$ cat src/rtl/mem_stage.sv
// MEM pipeline stage: issues one data-memory access per EX/MEM instruction, stalls upstream until ack,
// resolves branches and fills the MEM/WB register. Define MEM_TIMEOUT_EN to abort accesses unacked for 16 cycles.
module mem_stage (
    input  logic        clk,
    input  logic        rst,
    input  logic [31:0] aluOut_in,
    input  logic [31:0] gprB_in,
    input  logic [4:0]  gprDes_in,
    input  logic [31:0] BPC_in,
    input  logic        zero_in,
    input  logic        pcSel_in,
    input  logic        nbranch_in,
    input  logic        memR_in,
    input  logic        memW_in,
    input  logic        regW_in,
    input  logic        memToR_in,
    output logic        dm_req,
    output logic        dm_we,
    output logic [31:0] dm_addr,
    output logic [31:0] dm_wdata,
    input  logic        dm_ack,
    input  logic [31:0] dm_rdata,
    output logic        stall,
    output logic        br_taken,
    output logic [31:0] br_target,
    output logic        mw_regW,
    output logic        mw_memToR,
    output logic [4:0]  mw_gprDes,
    output logic [31:0] mw_aluOut,
    output logic [31:0] mw_rdata,
    output logic        mem_err
);

    typedef enum logic {
        IDLE = 1'b0,
        BUSY = 1'b1
    } stateT;

    stateT state;
    stateT nextState;
    logic  access;
    logic  timeoutHit;

    // A set memW_in wins over memR_in, so a request with both bits is a store.
    assign access = memR_in | memW_in;

`ifdef MEM_TIMEOUT_EN
    logic [3:0] waitCnt;

    // Last permitted wait cycle: the exit edge aborts the access instead of stalling again.
    assign timeoutHit = (state == BUSY) & ~dm_ack & (waitCnt == 4'hF);

    always_ff @(posedge clk or negedge rst) begin
        if (!rst) begin
            waitCnt <= 4'd0;
            mem_err <= 1'b0;
        end else begin
            mem_err <= timeoutHit;
            if (state == IDLE)
                waitCnt <= 4'd0;
            else if (!dm_ack)
                waitCnt <= waitCnt + 4'd1;
        end
    end
`else
    assign timeoutHit = 1'b0;
    assign mem_err    = 1'b0;
`endif

    always_ff @(posedge clk or negedge rst) begin
        if (!rst)
            state <= IDLE;
        else
            state <= nextState;
    end

    always_comb begin
        nextState = state;
        stall     = 1'b0;
        case (state)
            IDLE: begin
                if (access) begin
                    nextState = BUSY;
                    stall     = 1'b1;
                end
            end
            BUSY: begin
                if (dm_ack || timeoutHit)
                    nextState = IDLE;
                else
                    stall = 1'b1;
            end
            default: nextState = IDLE;
        endcase
    end

    // Branches are never reported while the instruction is stalled, so the flush happens only once.
    assign br_taken  = pcSel_in & (zero_in ^ nbranch_in) & ~stall;
    assign br_target = BPC_in;

    always_ff @(posedge clk or negedge rst) begin
        if (!rst) begin
            dm_req   <= 1'b0;
            dm_we    <= 1'b0;
            dm_addr  <= 32'd0;
            dm_wdata <= 32'd0;
        end else if (state == IDLE && access) begin
            dm_req   <= 1'b1;
            dm_we    <= memW_in;
            dm_addr  <= aluOut_in;
            dm_wdata <= gprB_in;
        end else if (state == BUSY && (dm_ack || timeoutHit)) begin
            dm_req <= 1'b0;
            dm_we  <= 1'b0;
        end
    end

    // A timed-out access retires as a bubble even though stall is already low.
    always_ff @(posedge clk or negedge rst) begin
        if (!rst) begin
            mw_regW   <= 1'b0;
            mw_memToR <= 1'b0;
            mw_gprDes <= 5'd0;
            mw_aluOut <= 32'd0;
            mw_rdata  <= 32'd0;
        end else begin
            if (stall || timeoutHit) begin
                mw_regW   <= 1'b0;
                mw_memToR <= 1'b0;
            end else begin
                mw_regW   <= regW_in;
                mw_memToR <= memToR_in;
                mw_gprDes <= gprDes_in;
                mw_aluOut <= aluOut_in;
            end
            if (state == BUSY && dm_ack)
                mw_rdata <= dm_rdata;
        end
    end

endmodule

$ cat config.mk
export PLATFORM = sky130hd
export DESIGN_NAME = mem_stage
export DESIGN_NICKNAME = d
export VERILOG_FILES = /design/src/rtl/mem_stage.sv
export SDC_FILE = /design/constraint.sdc
export NUM_CORES = 1
export LEC_CHECK = 0
export CORE_MARGIN = 3
export CORE_UTILIZATION = 38
export DETAILED_ROUTE_END_ITERATION = 8
export PLACE_DENSITY_LB_ADDON = 0.3
export SETUP_SLACK_MARGIN = 0.2
export SLEW_MARGIN = 10
export SYNTH_ARGS = -nofsm -noshare
export SYNTH_HDL_FRONTEND = slang
export SYNTH_SLANG_ARGS = --single-unit
$ cat constraint.sdc
create_clock -name clk -period 1.6 [get_ports clk]
set_clock_uncertainty 0.05 [all_clocks]
set_input_delay 0.32 -clock clk [delete_from_list [all_inputs] [get_ports clk]]
set_output_delay 0.32 -clock clk [all_outputs]
set_load 0.1 [all_outputs]
Word level (Yosys, flattened, before mapping)
Cells that the tools add are included.
- register bits: 138
- output and inout port bits: 172
- logic and storage cells: 27
- muxes and demuxes: 8
- bitwise gates (word level): 6
- reductions and logical operators: 3
- operator list (operator ; count):
    $mux 1 ; 7
    $and 1x1->1 ; 2
    $logic_and 1x1->1 ; 2
    $not 1->1 ; 2
    $pmux 1 s2 ; 1
    $reduce_bool 2->1 ; 1
    $or 1x1->1 ; 1
    $xor 1x1->1 ; 1

Longest topological paths before layout
Gate-level depths: netlist of run 1.
- depth after elaboration: 5
- depth in mapped cells: 4

Least setup slack after synthesis of run 1
OpenSTA, ideal clock, no wires.
- path kind: register to output
- from: reg state
- to: out br_taken
- arrival: 2.318 ns
- path slack: -1.088 ns
- stages on the path, launching flop included: 4
- path through: dfrtp_1 -> o31a_2 -> buf_6 -> nor2_1
- longest elaborated chain between the ends: 4
- ends and longest elaborated chain (what ; line ; source):
    start, declared ; 39 ; stateT state;
    start signal, assigned ; 74 ; state <= nextState;
    $not 1->1 ; - ;
    $pmux 1 s2 (*) ; 80 ; case (state)
    named net stall ; 23 ; output logic stall,
    $not 1->1 (*) ; 98 ; assign br_taken = pcSel_in & (zero_in ^ nbranch_in) & ~stall;
    $and 1x1->1 (*) ; 98 ;
    end, declared ; 24 ; output logic br_taken,
Mark *: on every way through the listed nets, which the timed path passes. The rest lies on a longest branch.

Final worst setup path of run 1
- from: reg state
- to: out br_taken
- longest elaborated chain between the ends: 4
- ends and longest elaborated chain (what ; line):
    $not 1->1 ; -
    $pmux 1 s2 (*) ; 80
    $not 1->1 (*) ; 98
    $and 1x1->1 (*) ; 98
Every way passes the cells marked *; elsewhere a longest branch is shown, timed or not.

==> results of run 1 <==
==> cells in the mapped netlist <==
cell type	count	area, um2
mux2_4	36	541
nand2_1	5	18.8
buf_2	5	25.0
xor2_1	1	8.76
a21oi_1	1	5.00
o22ai_1	1	6.26
o31a_2	1	10.0
buf_4	38	285
mux2_2	97	1090
buf_6	4	45.0
inv_1	1	3.75
o21bai_1	1	7.51
dfrtp_1	138	3450
nor2_1	1	3.75
nor2b_1	2	12.5
conb_1	1	3.75
==> report_power, final <==
part	switching (mW)	internal [mW]
clock	1.46	2.61
combinational	6.28	4.00
sequential	0.774	4.20
total	8.51	10.8
==> worst max-delay path by stage <==
stage | slack [ns] | cells past startpoint | from | endpoint
final | -0.28 | 3 | state | br_taken
after global routing | -0.34 | 3 | state | br_taken
after CTS | -0.31 | 3 | state | br_taken
after detailed placement | -0.39 | 4 | memW_in | mw_aluOut[11]
after global placement | -0.36 | 4 | memW_in | mw_aluOut[14]
after floorplan | -0.16 | 3 | state | br_taken
==> per-layer routing <==
layer	track usage	vias up	share of wire
li1	-	1674	-
met1	0.212	1847	0.35
met5	0	-	0
met2	0.332	176	0.52
met3	0.0817	54	0.093
met4	0.0833	0	0.028
==> area by class of cell <==
| type | count | area (um2) |
|---|---|---|
| Clock buffer | 21 | 480 |
| Tap cell | 180 | 225 |
| Inverter | 1 | 3.75 |
| Clock inverter | 11 | 143 |
| Sequential cell | 138 | 3450 |
| Fill cell | 815 | 3460 |
| Timing Repair Buffer | 304 | 4530 |
| Multi-Input combinational cell | 147 | 1750 |
==> cells by family after synthesis <==
kind of cell	count (synthesis)	share of synthesized area
buffers and inverters	48	0.0650
multiplexers	133	0.296
XOR/XNOR	1	0.00159
other	1	0.000679
flip-flops	138	0.625
AO/OA/AOI/OAI	4	0.00521
AND/OR/NAND/NOR	8	0.00634
==> critical path: cells and delay by family (launching register included) <==
| kind | cells | cell delay [ns] |
|---|---|---|
| AOI/OAI and AO/OA | 1 | 0.38 |
| buffers and inverters | 1 | 0.18 |
| DFF | 1 | 0.42 |
| and+or+nand+nor | 1 | 0.11 |
==> state kept, by name, summed over array words and instances, names as in the netlist <==
register and flops:
dm_addr 32, mw_regW 1, mw_gprDes 5, dm_req 1, mw_rdata 32, dm_wdata 32, mw_aluOut 32, mw_memToR 1
state 1, dm_we 1
==> repair_timing <==
item	in CTS	in global routing
resized for setup	17	3
endpoints found under the hold margin	37	0
hold buffers	1	0
pin swaps	2	0
buffers inserted	18	17
cloned	3	0
setup endpoints to repair	161	236
==> key figures, run 1 <==
Status
  • Outcome: complete, but fails checks
  • Failing checks: setup timing

Place
  • Dpl cells: around 730
  • # port buffers: approximately 250
  • Pre-CTS setup slack: -0.395 ns
  • Global placement routability congestion: around 0.77
  • Placed cell area: 9520 um2
  • DP HPWL: 11400 um

Synthesis
  • #FFs+latches synth: roughly 140
  • Synth cell types: 16
  • Seq/Total Area, Yosys: 0.625
  • Avg Cell Area, Syn: around 17 um2
  • Synthesized cell area: roughly 5500 um2
  • Synth Net Count: around 480
  • Post-Syn Instances: 333
  • Yosys warns: 0

Layout
  • Most common cell after layout, fill and taps aside: buf_12
  • Most frequent cells in the layout: 149 x buf_12, 137 x dfrtp_1, 108 x clkdlybuf4s50_1, 97 x mux2_2
  • Final instance area: around 11000 um2
  • Synthesis-to-finish area growth: 91.7%
  • Layout cells sized above 1: 0.587
  • Layout Utilization: 0.754
  • Nets: roughly 750
  • Antenna cell count: 0
  • Final Non-Filler Cells: ~800

Global route
  • Largest net degree at the start of global routing: 43
  • Initial antenna violation count: 0
  • Total GRT Usage: 0.194
  • Gr ovfl total: 0
  • First-pass GRT wire length: about 24000 um
  • Number of global-route vias before repair: 4315

Floorplanning
  • Total I/O pin count: ~320
  • Site row count: 43
  • Die span in y: around 130 um
  • Die area: approximately 16000 um2
  • Core ar.: 14000 um2
  • Die X: ~130 um
  • Initial Util: 0.393

Worst setup path
  • WS Path Type: register to primary output
  • Critical path required time: 1.23 ns
  • CP Launch Type: register
  • CP cell instances: o31a_4 -> nor2_4 -> buf_12
  • Crit Path Max Fanout: 4
  • Arr. time, crit path: 1.51 ns
  • Max incr delay on CP: about 0.42 ns
  • Endpoint type of the worst setup path: primary output
  • Worst flop-to-flop path startpoint: state
  • R2r endpoint: mw_aluOut[8]
  • Reg2Reg Depth: 6
  • CP max-delay cell: dfrtp_1
  • Register-to-Register Setup Slack: -0.27 ns

STA
  • RSZ-0062 raised after global routing: true
  • Hold Fails Final Rpt: 0
  • Setup-failing EPs final: 41
  • Crit path time final: between 1.5 and 2 ns
  • Post-route setup TNS: -8.89 ns
  • Final period utilization: 1.18
  • Slack of the critical path: -0.283 ns
  • Worst hold margin: ~0.34 ns
  • Final Max Tran Viols: 0
  • Max Fclk: ~0.53 GHz

Routing
  • DRT Pass-1 Iters: 4
  • DRC: 0
  • Detailed Route WL: ~15000 um
  • Detailed Route Iter0 Violations: between 100 and 150
  • Via count: between 3000 and 4000
  • Avg Vias per Cell: around 4.7
  • Final antenna-violating net count: 0
  • Routed wire per std cell: 19.1 um

Clock tree
  • Clock tree root buffer cell: clkbuf_16
  • Clock transition at path regs: 0.06 ns
  • H-tree depth: 4
  • Worst-Skew Late Latency: between 0.4 and 0.5 ns
  • Clock sink count: around 140
  • CTS Buf Count: 17
  • CTS tree: yes
  • Clock buffer depth: 2

Pwr
  • Pwr per Cell Area: 1830 nW/um2
  • Static Leakage: 4.77 nW
  • Design Power: around 19 mW
  • Maximum vdd drop: approximately 1300 uV

Flow run
  • Max Cap Viol: 0

Min path
  • HP Class: input port to async pin
(Power assumes the default switching activity.)
==> run 2, diff against run 1 <==
--- a/config.mk
+++ b/config.mk
@@ -5,11 +5,13 @@
 export SDC_FILE = /design/constraint.sdc
 export NUM_CORES = 1
 export LEC_CHECK = 0
+export ABC_AREA = 1
 export CORE_MARGIN = 3
-export CORE_UTILIZATION = 38
+export CORE_UTILIZATION = 39
 export DETAILED_ROUTE_END_ITERATION = 8
 export PLACE_DENSITY_LB_ADDON = 0.3
 export SETUP_SLACK_MARGIN = 0.2
+export SKIP_LAST_GASP = 1
 export SLEW_MARGIN = 10
 export SYNTH_ARGS = -nofsm -noshare
 export SYNTH_HDL_FRONTEND = slang
==> run 2 against run 1 <==
Against the previous run: the run still ends with setup timing left; worst hold slack worse by 0.081 ns; wire length is 13% higher; via count is 34% higher; die area hardly changed; critical path type is now input port to primary output; highest routed layer unchanged.
==> key figures, run 2 <==
Layout
  • Layout cells sized above 1: 0.253
  • Most common cell after layout, fill and taps aside: nand2_1
  • Antenna cell count: 0
  • Nets: approximately 1000
  • Synthesis-to-finish area growth: 84.8%
  • Most frequent cells in the layout: 240 x nand2_1, 148 x buf_12, 138 x dfrtp_1, 108 x clkdlybuf4s50_1, 68 x inv_1
  • Layout Utilization: 0.746

Worst setup path
  • CP cell instances: clkdlybuf4s50_1 -> inv_1 -> nand2_1 -> nand3_4 -> nor2_4 -> buf_12
  • WP buf/inv: 3
  • CP Launch Type: input port
  • CP max-delay cell: clkdlybuf4s50_1
  • WS Path Type: input port to primary output
  • Endpoint type of the worst setup path: primary output
  • Register-to-Register Setup Slack: between 0.2 and 0.3 ns
  • Critical path destination: br_taken
  • Max incr delay on CP: between 0.4 and 0.5 ns
  • Critical path launch point: dm_ack
  • Arr. time, crit path: approximately 1.4 ns
  • Reg2Reg Depth: 7
  • Crit. path cell count: 6
  • Critical path required time: roughly 1.2 ns
  • Crit Path Max Fanout: 3
  • Worst flop-to-flop path startpoint: state
  • R2r endpoint: mw_gprDes[3]
  • Top delay family on crit path: buffers and inverters

Clock tree
  • Clock transition at path regs: around 0.05 ns
  • Worst-Skew Late Latency: around 0.40 ns
  • Clock sink count: roughly 140
  • Clock tree root buffer cell: clkbuf_16
  • H-tree depth: 4
  • CTS Buf Count: 17
  • Clock buffer depth: 2
  • CTS tree: yes

Global route
  • Met3 usage: 0.0741
  • First-pass GRT wire length: 26700 um
  • Total GRT Usage: 0.210
  • Initial antenna violation count: 0
  • Largest net degree at the start of global routing: 44
  • Grt peak-use layer: met2
  • Number of global-route vias before repair: just over 5000
  • Met2 usage: 0.363
  • Gr ovfl total: 0
  • GR met1 Demand/Resource: 0.230

STA
  • Final period utilization: 1.10
  • Hold Fails Final Rpt: 0
  • Crit path time final: 1.75 ns
  • Slack of the critical path: -0.153 ns
  • Max Fclk: ~0.57 GHz
  • Setup-failing EPs final: 2
  • RSZ-0062 raised after global routing: true
  • Final Max Tran Viols: 0

Floorplanning
  • Initial Util: 0.403
  • Die area: between 15000 and 20000 um2
  • Total I/O pin count: ~320
  • Core ar.: around 14000 um2
  • Die X: ~130 um
  • Die span in y: approximately 130 um
  • Site row count: 43

Place
  • Global placement routability congestion: roughly 0.80
  • Pre-CTS setup slack: -0.237 ns
  • # port buffers: 249
  • DP HPWL: about 12000 um

Synthesis
  • #FFs+latches synth: approximately 140
  • Synth cell types: 15
  • Top-count cell post-synth: nand2_1
  • Yosys warns: 0
  • Avg Cell Area, Syn: between 9 and 10 um2
  • Top_reg_cell synth: dfrtp_1
  • Synthesized cell area: 5670 um2
  • Post-Syn Instances: between 600 and 700
  • Dominant cell type by area after synthesis: dfrtp_1
  • Yosys top cell area share: 0.610
  • Synth top cells by count: 242 x nand2_1, 138 x dfrtp_1, 68 x inv_1, 40 x buf_4, 40 x nand3_1
  • Synth area leaders: dfrtp_1 61%, nand2_1 16%, buf_4 5.3%, inv_1 4.5%, nand3_1 3.5%
  • Seq/Total Area, Yosys: 0.610
  • Async SR Flop Fraction: 1.00
  • EDFF count, synth: 0
  • Synth Net Count: 767

Routing
  • DRT Pass-1 Iters: 4
  • Routed wire per std cell: approximately 16 um
  • Via count: approximately 5000
  • DRC: 0
  • Detailed Route WL: approximately 17000 um
  • Avg Vias per Cell: ~4.7
  • Detailed Route Iter0 Violations: 265
  • Final antenna-violating net count: 0

Status
  • Failing checks: setup timing
  • Outcome: complete, but fails checks

Min path
  • HP Start: memW_in
  • HP Class: input port to register

Flow run
  • Max Cap Viol: 0
run 2: repair_timing:
item	in CTS	in global routing
hold buffers	1	0
gates resized for setup	1	5
endpoints found under the hold margin	37	0
setup endpoints to repair	41	146
gates cloned	0	1
buffers inserted	1	28
run 2: worst reg2reg max path: stages, from the launching register on:
cell       delay (ns)
dfrtp_1          0.40
inv_2            0.13
nand2_4          0.07
nand3_4          0.12
buf_4            0.17
clkbuf_16        0.20
nand2_1          0.07
nand2_1          0.06
run 2: worst min path at each step:
stage / end / slack (ns) / depth (start not counted)
final: dm_we / 0.26 / 3
after global placement: mw_aluOut[14] / 0.22 / 1
after floorplan: dm_addr[0] / -0.03 / 0
after detailed placement: mw_aluOut[11] / 0.23 / 1
after CTS: mw_aluOut[11] / 0.35 / 2
after global routing: dm_we / 0.26 / 3
run 2: layer usage:
layer  share of wire  vias to the layer above
li1                -                     2384
met1            0.36                     2388
met2            0.53                      191
met3           0.082                       60
met4           0.036                        0
met5               0                        -
run 2: cell families (layout without fill, tap and decap cells):
| logic type | count (synthesis) | in the layout | share of synthesized area |
|---|---|---|---|
| AND/OR/NAND/NOR | 286 | 286 | 0.199 |
| flip-flops | 138 | 138 | 0.610 |
| buffers and inverters | 134 | 402 | 0.133 |
| AO/OA/AOI/OAI | 65 | 65 | 0.0581 |
| other | 1 | 1 | 0.000662 |
run 2: area by class of cell:
type	instances	area, um2
multi-input cells	352	1500
fillers	912	3570
clock buffers	25	495
inverters	69	259
repair buffers	301	4430
flip-flops and latches	138	3450
well taps	180	225
clock inverters	7	113
run 2: through the flow:
stage	area [um2]	setup TNS (ns)	instances	hold slack, ns
floorplan	5710	-0.0316	624	-0.0256
global placement	9580	-7.61	1009	0.219
detailed placement	9580	-11.07	1009	0.229
CTS	10200	-0.249	1043	0.348
global route	10500	-0.367	1072	0.264
finish	10500	-0.234	1072	0.264
Power of run 2 is not shown: default switching activity piles up to over one toggle a cycle in this logic, so the estimate is an artifact.
==> run 3, diff against run 2 <==
--- a/config.mk
+++ b/config.mk
@@ -11,6 +11,7 @@
 export DETAILED_ROUTE_END_ITERATION = 8
 export PLACE_DENSITY_LB_ADDON = 0.3
 export SETUP_SLACK_MARGIN = 0.2
+export SKIP_CTS_REPAIR_TIMING = 1
 export SKIP_LAST_GASP = 1
 export SLEW_MARGIN = 10
 export SYNTH_ARGS = -nofsm -noshare
==> constraint.sdc (replaced) <==
create_clock -name clk -period 1.75 [get_ports clk]
set_clock_uncertainty 0.05 [all_clocks]
set_input_delay 0.35 -clock clk [delete_from_list [all_inputs] [get_ports clk]]
set_output_delay 0.35 -clock clk [all_outputs]
set_load 0.1 [all_outputs]
==> run 3 against run 2 <==
Against the previous run: the flow still finishes with violations (setup timing); critical path depth fell by 1; setup slack improved by 0.10 ns; worst hold slack improved by 0.14 ns; global-route usage fell by 0.33 points; count of clock-buffer cells in the layout fell by 3; via count fell by 3.5%; first-iteration DRC count fell by 23%; wire length fell by 4.0%; final cell count fell by 3.0%; sequential share of layout area rose by 0.76 points; core utilization fell by 1.7 points; critical path type is now register to primary output; critical endpoint unchanged.
==> key figures, run 3 (synthesis results as in run 2) <==
Status
  • Outcome: complete, but fails checks
  • Failing checks: setup timing

Place
  • DP HPWL: 12300 um
  • # port buffers: around 250
  • Placed cell area: ~9500 um2
  • Pre-CTS setup slack: -0.138 ns
  • Global placement routability congestion: 0.798

Worst setup path
  • WP buf/inv: 2
  • Crit Path Max Fanout: 3
  • Register-to-Register Setup Slack: between 0.3 and 0.4 ns
  • Critical path required time: approximately 1.4 ns
  • Max incr delay on CP: 0.41 ns
  • Arr. time, crit path: about 1.4 ns
  • CP cell instances: inv_2 -> nand2_2 -> nand3_4 -> nor2_4 -> buf_12
  • WS Path Type: register to primary output
  • Top delay family on crit path: flip-flops
  • CP Launch Type: register
  • CP max-delay cell: dfrtp_1
  • Endpoint type of the worst setup path: primary output

Routing
  • Final antenna-violating net count: 0
  • Via count: 4848
  • Avg Vias per Cell: 4.66
  • Detailed Route Iter0 Violations: a little over 200
  • Routed wire per std cell: 15.9 um
  • DRT Pass-1 Iters: 4
  • DRC: 0
  • Detailed Route WL: ~17000 um

Global route
  • Gr ovfl total: 0
  • Initial antenna violation count: 0
  • Number of global-route vias before repair: 5062
  • Largest net degree at the start of global routing: 71
  • First-pass GRT wire length: 26200 um
  • Total GRT Usage: 0.207

Layout
  • Multi-input logic area: approximately 1500 um2
  • Storage cell area: ~3500 um2
  • Synthesis-to-finish area growth: 80.7%
  • Final instance area: 10200 um2
  • Most common cell after layout, fill and taps aside: nand2_1
  • Layout cells sized above 1: 0.231
  • Most frequent cells in the layout: 239 x nand2_1, 147 x buf_12, 138 x dfrtp_1, 108 x clkdlybuf4s50_1, 68 x inv_1
  • Antenna cell count: 0
  • Nets: around 1000
  • Fillers: 929

STA
  • Setup-failing EPs final: 2
  • Post-route setup TNS: -0.0899 ns
  • Worst hold margin: roughly 0.40 ns
  • Final period utilization: 1.03
  • Crit path time final: 1.80 ns
  • RSZ-0062 raised after global routing: true
  • Slack of the critical path: -0.0531 ns
  • Final Max Tran Viols: 0
  • Hold Fails Final Rpt: 0
  • Max Fclk: 0.555 GHz

Clock tree
  • Clock transition at path regs: roughly 0.060 ns
  • Clock sink count: 138
  • H-tree depth: 4
  • Worst-Skew Late Latency: around 0.41 ns
  • CTS Buf Count: 17
  • Clock tree root buffer cell: clkbuf_16
  • Clock buffer depth: 2
  • CTS tree: yes

Floorplanning
  • Initial Util: 0.403
  • Total I/O pin count: 315
  • Die X: 127 um
  • Core ar.: 14000 um2
  • Die area: about 16000 um2
  • Die span in y: ~130 um
  • Site row count: 43

Min path
  • HP Class: input port to register

Flow run
  • Max Cap Viol: 0
## run 3: path summary, 6_finish.rpt
check                                    from             to  cells past startpoint
worst max register to register          state   mw_gprDes[4]                      7
worst min-delay path                  regW_in        mw_regW                      3
min in group asynchronous                 rst    dm_addr[10]                      3
worst min register to register  mw_aluOut[30]  mw_aluOut[30]                      2
worst max-delay path                    state       br_taken                      5
max in group asynchronous                 rst    mw_rdata[8]                      3
## run 3: area by class of cell
class	count	share of cell area
tap	180	0.0220
clock inverter	10	0.0158
multi-input combinational	352	0.146
inverter	69	0.0253
sequential	138	0.337
clock buffer	22	0.0483
timing repair buffer	269	0.405
## run 3: per-layer routing
layer	vias up	wire length, um	global-route usage
li1	2317	-	-
met1	2279	5910	0.224
met2	191	8560	0.359
met3	61	1450	0.0745
met4	0	625	0.103
met5	-	0	0
## run 3: stage by stage
stage	std cells	util
after global routing	1040	0.729
after global placement	1005	0.679
after detailed placement	1005	0.679
after CTS	1037	0.725
final	1040	0.729
after floorplan	624	-
## run 3: worst min-delay path, delay by kind of cell
kind / cells / cell delay [ns]
buffers and inverters: 2 / 0.44
AND/OR/NAND/NOR: 1 / 0.03
Power of run 3 is left out for the same reason.
